==> src/rtl/load_unit_if.sv <==
// Pipeline-side load handshake plus data-memory read port for the load unit.
// slave = the load unit itself, master = pipeline/memory environment.
interface load_unit_if;
  logic        ld_req;
  logic [15:0] ld_addr;
  logic        ld_byte;
  logic        ld_signed;
  logic        flush;
  logic        mem_rd_req;
  logic [15:0] mem_addr;
  logic        mem_gnt;
  logic        mem_rvalid;
  logic [15:0] mem_rdata;
  logic        stall;
  logic        ld_done;
  logic [15:0] ld_data;
  logic        ld_err;

  modport slave (
    input  ld_req, ld_addr, ld_byte, ld_signed, flush, mem_gnt, mem_rvalid, mem_rdata,
    output mem_rd_req, mem_addr, stall, ld_done, ld_data, ld_err
  );

  modport master (
    output ld_req, ld_addr, ld_byte, ld_signed, flush, mem_gnt, mem_rvalid, mem_rdata,
    input  mem_rd_req, mem_addr, stall, ld_done, ld_data, ld_err
  );
endinterface

==> src/rtl/load_unit.sv <==
// MEM-stage load unit: halfword/byte loads over a gnt/rvalid memory port,
// with misalignment and timeout errors and flush-abandon (DRAIN) handling.
module load_unit #(
  parameter int TIMEOUT = 15
) (
  input  logic      clk,
  input  logic      rst_n,
  load_unit_if.slave lu
);

  typedef enum logic [2:0] {IDLE, REQ, WAIT, DONE, ERR, DRAIN} state_t;

  localparam logic [3:0] CNT_LAST = 4'(TIMEOUT - 1);

  state_t      r_state, w_state_nxt;
  logic [3:0]  r_cnt, w_cnt_nxt;
  logic [15:0] r_addr, r_data;
  logic        r_lo, r_byte, r_signed;
  logic        w_accept, w_capture, w_clear;
  logic [7:0]  w_lane;
  logic [15:0] w_fmt;

  // Big-endian: even byte address lives in the upper half of the halfword.
  always_comb begin
    w_lane = r_lo ? lu.mem_rdata[7:0] : lu.mem_rdata[15:8];
    w_fmt  = r_byte ? {{8{r_signed & w_lane[7]}}, w_lane} : lu.mem_rdata;
  end

  always_comb begin
    w_state_nxt = r_state;
    w_cnt_nxt   = r_cnt;
    w_accept    = 1'b0;
    w_capture   = 1'b0;
    w_clear     = 1'b0;
    case (r_state)
      IDLE: begin
        if (!lu.flush && lu.ld_req) begin
          if (!lu.ld_byte && lu.ld_addr[0]) begin
            w_state_nxt = ERR;
            w_clear     = 1'b1;
          end else begin
            w_state_nxt = REQ;
            w_accept    = 1'b1;
          end
        end
      end
      REQ: begin
        if (lu.mem_gnt) begin
          w_cnt_nxt   = '0;
          w_state_nxt = lu.flush ? DRAIN : WAIT;
        end else if (lu.flush) begin
          w_state_nxt = IDLE;
        end
      end
      WAIT: begin
        if (lu.mem_rvalid) begin
          w_state_nxt = lu.flush ? IDLE : DONE;
          w_capture   = !lu.flush;
        end else if (lu.flush) begin
          // Keep the post-grant budget running so DRAIN cannot outlive it.
          w_state_nxt = DRAIN;
          if (r_cnt < CNT_LAST) w_cnt_nxt = r_cnt + 4'd1;
        end else if (r_cnt >= CNT_LAST) begin
          w_state_nxt = ERR;
          w_clear     = 1'b1;
        end else begin
          w_cnt_nxt = r_cnt + 4'd1;
        end
      end
      DRAIN: begin
        if (lu.mem_rvalid || r_cnt >= CNT_LAST) w_state_nxt = IDLE;
        else                                    w_cnt_nxt   = r_cnt + 4'd1;
      end
      DONE:    w_state_nxt = IDLE;
      ERR:     w_state_nxt = IDLE;
      default: w_state_nxt = IDLE;
    endcase
  end

  always_ff @(posedge clk or negedge rst_n) begin
    if (!rst_n) begin
      r_state  <= IDLE;
      r_cnt    <= '0;
      r_addr   <= '0;
      r_data   <= '0;
      r_lo     <= 1'b0;
      r_byte   <= 1'b0;
      r_signed <= 1'b0;
    end else begin
      r_state <= w_state_nxt;
      r_cnt   <= w_cnt_nxt;
      if (w_accept) begin
        r_addr   <= {lu.ld_addr[15:1], 1'b0};
        r_lo     <= lu.ld_addr[0];
        r_byte   <= lu.ld_byte;
        r_signed <= lu.ld_signed;
      end
      if (w_capture)    r_data <= w_fmt;
      else if (w_clear) r_data <= '0;
    end
  end

  assign lu.mem_rd_req = (r_state == REQ);
  assign lu.mem_addr   = r_addr;
  assign lu.ld_done    = (r_state == DONE);
  assign lu.ld_err     = (r_state == ERR);
  assign lu.ld_data    = r_data;
  assign lu.stall      = (r_state == REQ) || (r_state == WAIT) ||
                         (((r_state == IDLE) || (r_state == DRAIN)) && lu.ld_req);

endmodule

==> src/flat_wrapper.sv <==
// flat-port wrapper written by rule: the top's interface ports become plain ports
module load_unit_flat 
#(
  parameter int TIMEOUT = 15
)
  (clk, rst_n, lu_ld_req, lu_ld_addr, lu_ld_byte, lu_ld_signed, lu_flush, lu_mem_gnt, lu_mem_rvalid, lu_mem_rdata, lu_mem_rd_req, lu_mem_addr, lu_stall, lu_ld_done, lu_ld_data, lu_ld_err);
  load_unit_if lu_i ();
  input  logic clk;
  input  logic rst_n;
  input wire logic [$bits(lu_i.ld_req)-1:0] lu_ld_req;
  input wire logic [$bits(lu_i.ld_addr)-1:0] lu_ld_addr;
  input wire logic [$bits(lu_i.ld_byte)-1:0] lu_ld_byte;
  input wire logic [$bits(lu_i.ld_signed)-1:0] lu_ld_signed;
  input wire logic [$bits(lu_i.flush)-1:0] lu_flush;
  input wire logic [$bits(lu_i.mem_gnt)-1:0] lu_mem_gnt;
  input wire logic [$bits(lu_i.mem_rvalid)-1:0] lu_mem_rvalid;
  input wire logic [$bits(lu_i.mem_rdata)-1:0] lu_mem_rdata;
  output wire logic [$bits(lu_i.mem_rd_req)-1:0] lu_mem_rd_req;
  output wire logic [$bits(lu_i.mem_addr)-1:0] lu_mem_addr;
  output wire logic [$bits(lu_i.stall)-1:0] lu_stall;
  output wire logic [$bits(lu_i.ld_done)-1:0] lu_ld_done;
  output wire logic [$bits(lu_i.ld_data)-1:0] lu_ld_data;
  output wire logic [$bits(lu_i.ld_err)-1:0] lu_ld_err;
  assign lu_i.ld_req = lu_ld_req;
  assign lu_i.ld_addr = lu_ld_addr;
  assign lu_i.ld_byte = lu_ld_byte;
  assign lu_i.ld_signed = lu_ld_signed;
  assign lu_i.flush = lu_flush;
  assign lu_i.mem_gnt = lu_mem_gnt;
  assign lu_i.mem_rvalid = lu_mem_rvalid;
  assign lu_i.mem_rdata = lu_mem_rdata;
  assign lu_mem_rd_req = lu_i.mem_rd_req;
  assign lu_mem_addr = lu_i.mem_addr;
  assign lu_stall = lu_i.stall;
  assign lu_ld_done = lu_i.ld_done;
  assign lu_ld_data = lu_i.ld_data;
  assign lu_ld_err = lu_i.ld_err;
  load_unit #(.TIMEOUT(TIMEOUT)) u_core (.clk(clk), .rst_n(rst_n), .lu(lu_i));
endmodule
==> config.mk <==
export PLATFORM = sky130hd
export DESIGN_NAME = load_unit_flat
export DESIGN_NICKNAME = d
export VERILOG_FILES = /design/src/rtl/load_unit_if.sv /design/src/rtl/load_unit.sv /design/src/flat_wrapper.sv
export SDC_FILE = /design/constraint.sdc
export NUM_CORES = 1
export LEC_CHECK = 0
export BUFFER_PORTS_ARGS = -buffer_cell sky130_fd_sc_hd__buf_2
export CAP_MARGIN = 25
export CORE_UTILIZATION = 35
export DETAILED_ROUTE_END_ITERATION = 8
export PLACE_DENSITY_LB_ADDON = 0.1
export SLEW_MARGIN = 40
export SYNTH_ARGS = -nofsm -noshare
export SYNTH_HDL_FRONTEND = slang
export SYNTH_SLANG_ARGS = --single-unit
==> constraint.sdc <==
create_clock -name clk -period 2.5 [get_ports clk]
set_input_delay 0.125 -clock clk [delete_from_list [all_inputs] [get_ports clk]]
set_output_delay 0.125 -clock clk [all_outputs]
set_load 0.01 [all_outputs]
==> impl_results.html <==
<table>
<tr><th>Metric</th><th>Value</th></tr>
<tr><th colspan="2">Outcome</th></tr>
<tr><td>Outcome</td><td>finished clean</td></tr>
<tr><th colspan="2">Detailed routing</th></tr>
<tr><td>Antenna violation net count after detailed routing</td><td>0</td></tr>
<tr><td>DRC</td><td>0</td></tr>
<tr><td>Post-detailed-route via-to-cell ratio</td><td>5.03</td></tr>
<tr><td>DR pass1 iterations</td><td>6</td></tr>
<tr><td>Via count of the routed design</td><td>1625</td></tr>
<tr><td>Number of violations reported at the end of detailed-routing iteration 0</td><td>85</td></tr>
<tr><td>Aggregate routed wire length</td><td>4700 um</td></tr>
<tr><td>Drt wl/cell</td><td>14.5 um</td></tr>
<tr><th colspan="2">Power and ir drop</th></tr>
<tr><td>Peak supply drop</td><td>543 uV</td></tr>
<tr><td>Sequential Power Share</td><td>41.3%</td></tr>
<tr><td>Switching Fraction</td><td>34.2%</td></tr>
<tr><td>Total power per unit cell area</td><td>1040 mW/mm^2</td></tr>
<tr><td>Total leakage power</td><td>1.31 nW</td></tr>
<tr><td>Sw power</td><td>927 uW</td></tr>
<tr><td>Logic gate share of total power</td><td>38.3%</td></tr>
<tr><td>Clock group share of total power</td><td>20.4%</td></tr>
<tr><td>Internal Pwr Total</td><td>1.78 mW</td></tr>
<tr><th colspan="2">Finish</th></tr>
<tr><td>N_diodes</td><td>0</td></tr>
<tr><td>Share of post-route cells with drive strength above 1</td><td>41.0%</td></tr>
<tr><td>Post-layout nets</td><td>294</td></tr>
<tr><td>Post-route standard cell area excluding fillers</td><td>0.00262 mm^2</td></tr>
<tr><td>Signed area change from the synthesized netlist to the final layout</td><td>27.6%</td></tr>
<tr><th colspan="2">Logic synthesis</th></tr>
<tr><td>Main synth FF type</td><td>sky130_fd_sc_hd__dfrtp_1</td></tr>
<tr><td>Adder and majority cell fraction of the synthesized area</td><td>2.44%</td></tr>
<tr><td>Largest cells by area after synthesis</td><td>sky130_fd_sc_hd__dfrtp_1 50%, sky130_fd_sc_hd__o2bb2ai_1 6.8%, sky130_fd_sc_hd__mux2_1 5.5%</td></tr>
<tr><td>Cells after Synth</td><td>173</td></tr>
<tr><td>Portion of netlist area occupied by mux cells</td><td>15.8%</td></tr>
<tr><td>Xor/xnor cell area share of the yosys netlist</td><td>0.427%</td></tr>
<tr><td>Register area share after synthesis</td><td>50.1%</td></tr>
<tr><td>Largest family of logic cells by synthesized area</td><td>multiplexers</td></tr>
<tr><td>Number of flops mapped to enable cells by yosys</td><td>0</td></tr>
<tr><td>Post-synth top area share</td><td>50.1%</td></tr>
<tr><td>Count of warnings emitted by yosys</td><td>0</td></tr>
<tr><td>Syn Nets</td><td>217</td></tr>
<tr><td>Share of synthesized registers carrying an async set or reset</td><td>100%</td></tr>
<tr><td>Register bit count reported by yosys</td><td>41</td></tr>
<tr><td>Post-synth cell types</td><td>44</td></tr>
<tr><td>Simple-gate share of the synthesized area</td><td>12.3%</td></tr>
<tr><td>Post-synth design cell area</td><td>0.00205 mm^2</td></tr>
<tr><td>Mean instance size in the synthesized netlist</td><td>11.8 um^2</td></tr>
<tr><td>Complex-gate fraction of the synthesized area</td><td>14.9%</td></tr>
<tr><td>Dominant cell type by area after synthesis</td><td>sky130_fd_sc_hd__dfrtp_1</td></tr>
<tr><th colspan="2">GRT</th></tr>
<tr><td>GR met2 Demand/Resource</td><td>24.1%</td></tr>
<tr><td>Number of global-route vias before repair</td><td>1545</td></tr>
<tr><td>Maximum number of pins on one net before global-route repair</td><td>42</td></tr>
<tr><td>Grt met1 use</td><td>22.7%</td></tr>
<tr><td>Peak-usage layer in the global routing report</td><td>met2</td></tr>
<tr><td>GRT Total Usage</td><td>16.2%</td></tr>
<tr><td>Wire length of the first global-routing pass</td><td>7600 um</td></tr>
<tr><td>Leftover overflow at the end of global routing</td><td>0</td></tr>
<tr><td>Initial antenna violation count</td><td>0</td></tr>
<tr><td>Met3 Track Usage GR</td><td>5.12%</td></tr>
<tr><th colspan="2">Floorplanning</th></tr>
<tr><td>Effective utilization at floorplan</td><td>36.8%</td></tr>
<tr><td>Core area</td><td>0.00557 mm^2</td></tr>
<tr><td>Num rows</td><td>27</td></tr>
<tr><td>Horizontal die dimension</td><td>78.5 um</td></tr>
<tr><td>Die Outline Area</td><td>0.00617 mm^2</td></tr>
<tr><td>I/O pin cnt</td><td>76</td></tr>
<tr><td>Chip Height</td><td>78.5 um</td></tr>
<tr><th colspan="2">Timing</th></tr>
<tr><td>Fin Setup TNS</td><td>0 ns</td></tr>
<tr><td>Fin Hold WS</td><td>0.0474 ns</td></tr>
<tr><td>Highest Clock Rate</td><td>481 MHz</td></tr>
<tr><td>Final Setup Violations</td><td>0</td></tr>
<tr><td>Worst slew margin relative to its limit</td><td>64.7%</td></tr>
<tr><td>Fin crit share</td><td>83.2%</td></tr>
<tr><td>Shortest period the worst path allows</td><td>2.08 ns</td></tr>
<tr><td>RSZ-0062 raised after global routing</td><td>no</td></tr>
<tr><td>Pin slew with the least headroom to its limit</td><td>0.529 ns</td></tr>
<tr><td>Final hold violation count</td><td>0</td></tr>
<tr><td>Number of slew-limit violations in the final report</td><td>0</td></tr>
<tr><td>Worst clock skew on the final layout</td><td>0.00408 ns</td></tr>
<tr><th colspan="2">Clocking</th></tr>
<tr><td>Clock buffer count from CTS</td><td>5</td></tr>
<tr><td>Total clock sinks</td><td>41</td></tr>
<tr><td>Max H-tree Level</td><td>2</td></tr>
<tr><td>Clock slew at the register clock pins of the worst setup and hold paths</td><td>0.08 ns</td></tr>
<tr><td>Cell at the root of the clock tree</td><td>sky130_fd_sc_hd__clkbuf_8</td></tr>
<tr><td>Count of cells resized by post-cts repair</td><td>0</td></tr>
<tr><td>TritonCTS clock tree</td><td>built</td></tr>
<tr><td>Clock insertion delay at the later pin of the skew report</td><td>0.29 ns</td></tr>
<tr><td>Maximum clock path buffer count</td><td>2</td></tr>
<tr><th colspan="2">Critical path</th></tr>
<tr><td>Start-to-end type of the worst setup path</td><td>reg2reg</td></tr>
<tr><td>Capturing element of the worst setup path</td><td>u_core.r_cnt[1]</td></tr>
<tr><td>Critical path required time</td><td>2.67 ns</td></tr>
<tr><td>Slowest Stage Delay on Critical Path</td><td>0.62 ns</td></tr>
<tr><td>Standard cell with the maximum stage delay on the critical path</td><td>sky130_fd_sc_hd__dfrtp_1</td></tr>
<tr><td>Worst setup SP type</td><td>flip-flop</td></tr>
<tr><td>FF-to-FF path depth</td><td>4</td></tr>
<tr><td>Setup slack of the worst register-to-register path</td><td>0.42 ns</td></tr>
<tr><td>Capture point of the worst reg-to-reg path</td><td>u_core.r_cnt[1]</td></tr>
<tr><td>Worst-path cell chain</td><td>or3b_1 -&gt; a211oi_1 -&gt; or3_4 -&gt; mux2_4</td></tr>
<tr><td>Launching point of the worst reg2reg path</td><td>u_core.r_state[1]</td></tr>
<tr><td>Top fanout value on the critical path</td><td>15</td></tr>
<tr><td>CP arrival</td><td>2.25 ns</td></tr>
<tr><td>Sort of element at the end of the critical path</td><td>flip-flop</td></tr>
<tr><td>Worst setup startpoint</td><td>u_core.r_state[1]</td></tr>
<tr><th colspan="2">Placement</th></tr>
<tr><td>Detailed Place HPWL</td><td>3320 um</td></tr>
<tr><td>Placer congestion estimate</td><td>0.761</td></tr>
<tr><td>Cell area reported after detailed placement</td><td>0.00249 mm^2</td></tr>
<tr><td>Port Buf Inserts</td><td>74</td></tr>
<tr><th colspan="2">Run</th></tr>
<tr><td>Number of maximum-capacitance violations</td><td>0</td></tr>
<tr><th colspan="2">Worst hold path</th></tr>
<tr><td>Worst min-delay path class</td><td>in2reg</td></tr>
</table>
-- cell usage after synthesis, types with 2 or more instances --
cell type,number
sky130_fd_sc_hd__mux2_2,9
sky130_fd_sc_hd__ha_1,4
sky130_fd_sc_hd__mux2i_1,8
sky130_fd_sc_hd__a2111oi_0,2
sky130_fd_sc_hd__nand2b_1,3
sky130_fd_sc_hd__o31ai_1,2
sky130_fd_sc_hd__buf_4,5
sky130_fd_sc_hd__nor3b_1,2
sky130_fd_sc_hd__or3b_1,2
sky130_fd_sc_hd__nor2b_1,3
sky130_fd_sc_hd__dfrtp_1,41
sky130_fd_sc_hd__a21oi_1,3
sky130_fd_sc_hd__inv_1,7
sky130_fd_sc_hd__mux2_4,2
sky130_fd_sc_hd__mux2_1,10
sky130_fd_sc_hd__clkbuf_1,2
sky130_fd_sc_hd__nand2_1,4
sky130_fd_sc_hd__nor2_1,16
sky130_fd_sc_hd__o2bb2ai_1,16
sky130_fd_sc_hd__nand3_1,7
sky130_fd_sc_hd__a22oi_2,2
-- worst max-delay path, delay by kind of cell (launching register included) --
family           cells  cell delay (ns)
AND/OR/NAND/NOR      2             0.70
flip-flops           1             0.62
AO/OA/AOI/OAI        1             0.36
multiplexers         1             0.29
-- state kept, by name (all words and copies together), names as in the netlist --
signal              cells
u_core.r_cnt            4
u_core.lu.ld_data      16
u_core.r_state          3
u_core.r_byte           1
u_core.r_signed         1
u_core.r_lo             1
u_core.lu.mem_addr     15
-- cell usage in the layout (no fill, tap or decap), drive strengths merged, types with 3 or more instances in the layout --
cell type	n
nand2	4
mux2i	8
dfrtp	41
nor2	16
buf	78
a22oi	3
nor3b	3
nor2b	3
clkbuf	7
nand3	7
a21oi	3
o2bb2ai	16
mux2	21
ha	4
inv	7
nand2b	3
-- worst min-delay path by stage --
stage                        start                     end  slack, ns  depth (start not counted)
global placement             rst_n    u_core.lu.ld_data[1]       0.32                          1
CTS                 lu_ld_addr[10]  u_core.lu.mem_addr[10]       0.04                          2
finish                lu_ld_signed         u_core.r_signed       0.05                          2
global route        lu_ld_addr[12]  u_core.lu.mem_addr[12]       0.04                          2
floorplan                    rst_n    u_core.lu.ld_data[0]      -0.17                          0
detailed placement           rst_n    u_core.lu.ld_data[0]       0.15                          1
-- layout make-up --
cell class / count / area (um^2)
Clock buffer: 7 / 86.3
Clock inverter: 1 / 30.0
Fill cell: 537 / 2960
Inverter: 7 / 26.3
Multi-Input combinational cell: 116 / 943
Sequential cell: 41 / 1030
Tap cell: 72 / 90.1
Timing Repair Buffer: 79 / 413
-- per-layer routing --
metal	part of all wire, %	wire length (um)
met5	0	0
met4	0.40	19
met3	7.2	338
met2	44	2060
met1	49	2280
-- cells by family (layout without fill, tap and decap cells) --
logic type / count (synthesis) / after routing
and+or+nand+nor: 45 / 45
DFF: 41 / 41
AOI/OAI and AO/OA: 36 / 36
muxes: 29 / 29
buffers and inverters: 16 / 94
adders and majority gates: 4 / 4
other: 1 / 1
xor gates and xnor gates: 1 / 1
-- stage by stage --
stage	worst slack [ns]	power [mW]	util [%]	instances
global route	0.349	2.91	46.9	323
floorplan	0.663	1.79	-	173
finish	0.421	2.71	46.9	323
detailed placement	0.473	2.18	44.6	314
global placement	0.479	2.18	44.6	314
CTS	0.463	2.75	46.9	323
-- power by group through the flow --
| stage | registers [mW] | clock network, mW | logic [mW] |
|---|---|---|---|
| after floorplan | 1.16 | 0 | 0.639 |
| after global placement | 1.13 | 0 | 1.05 |
| after detailed placement | 1.13 | 0 | 1.05 |
| after CTS | 1.12 | 0.577 | 1.06 |
| after global routing | 1.16 | 0.603 | 1.14 |
| final | 1.12 | 0.553 | 1.04 |
-- timing repair --
| action | 4_1_cts | 5_1_grt |
|---|---|---|
| hold endpoints to repair | 41 | 0 |
| buffers inserted | 0 | 0 |
| hold buffers | 1 | 0 |
| endpoints found under the setup margin | 0 | 0 |
(Power assumes the default switching activity.)
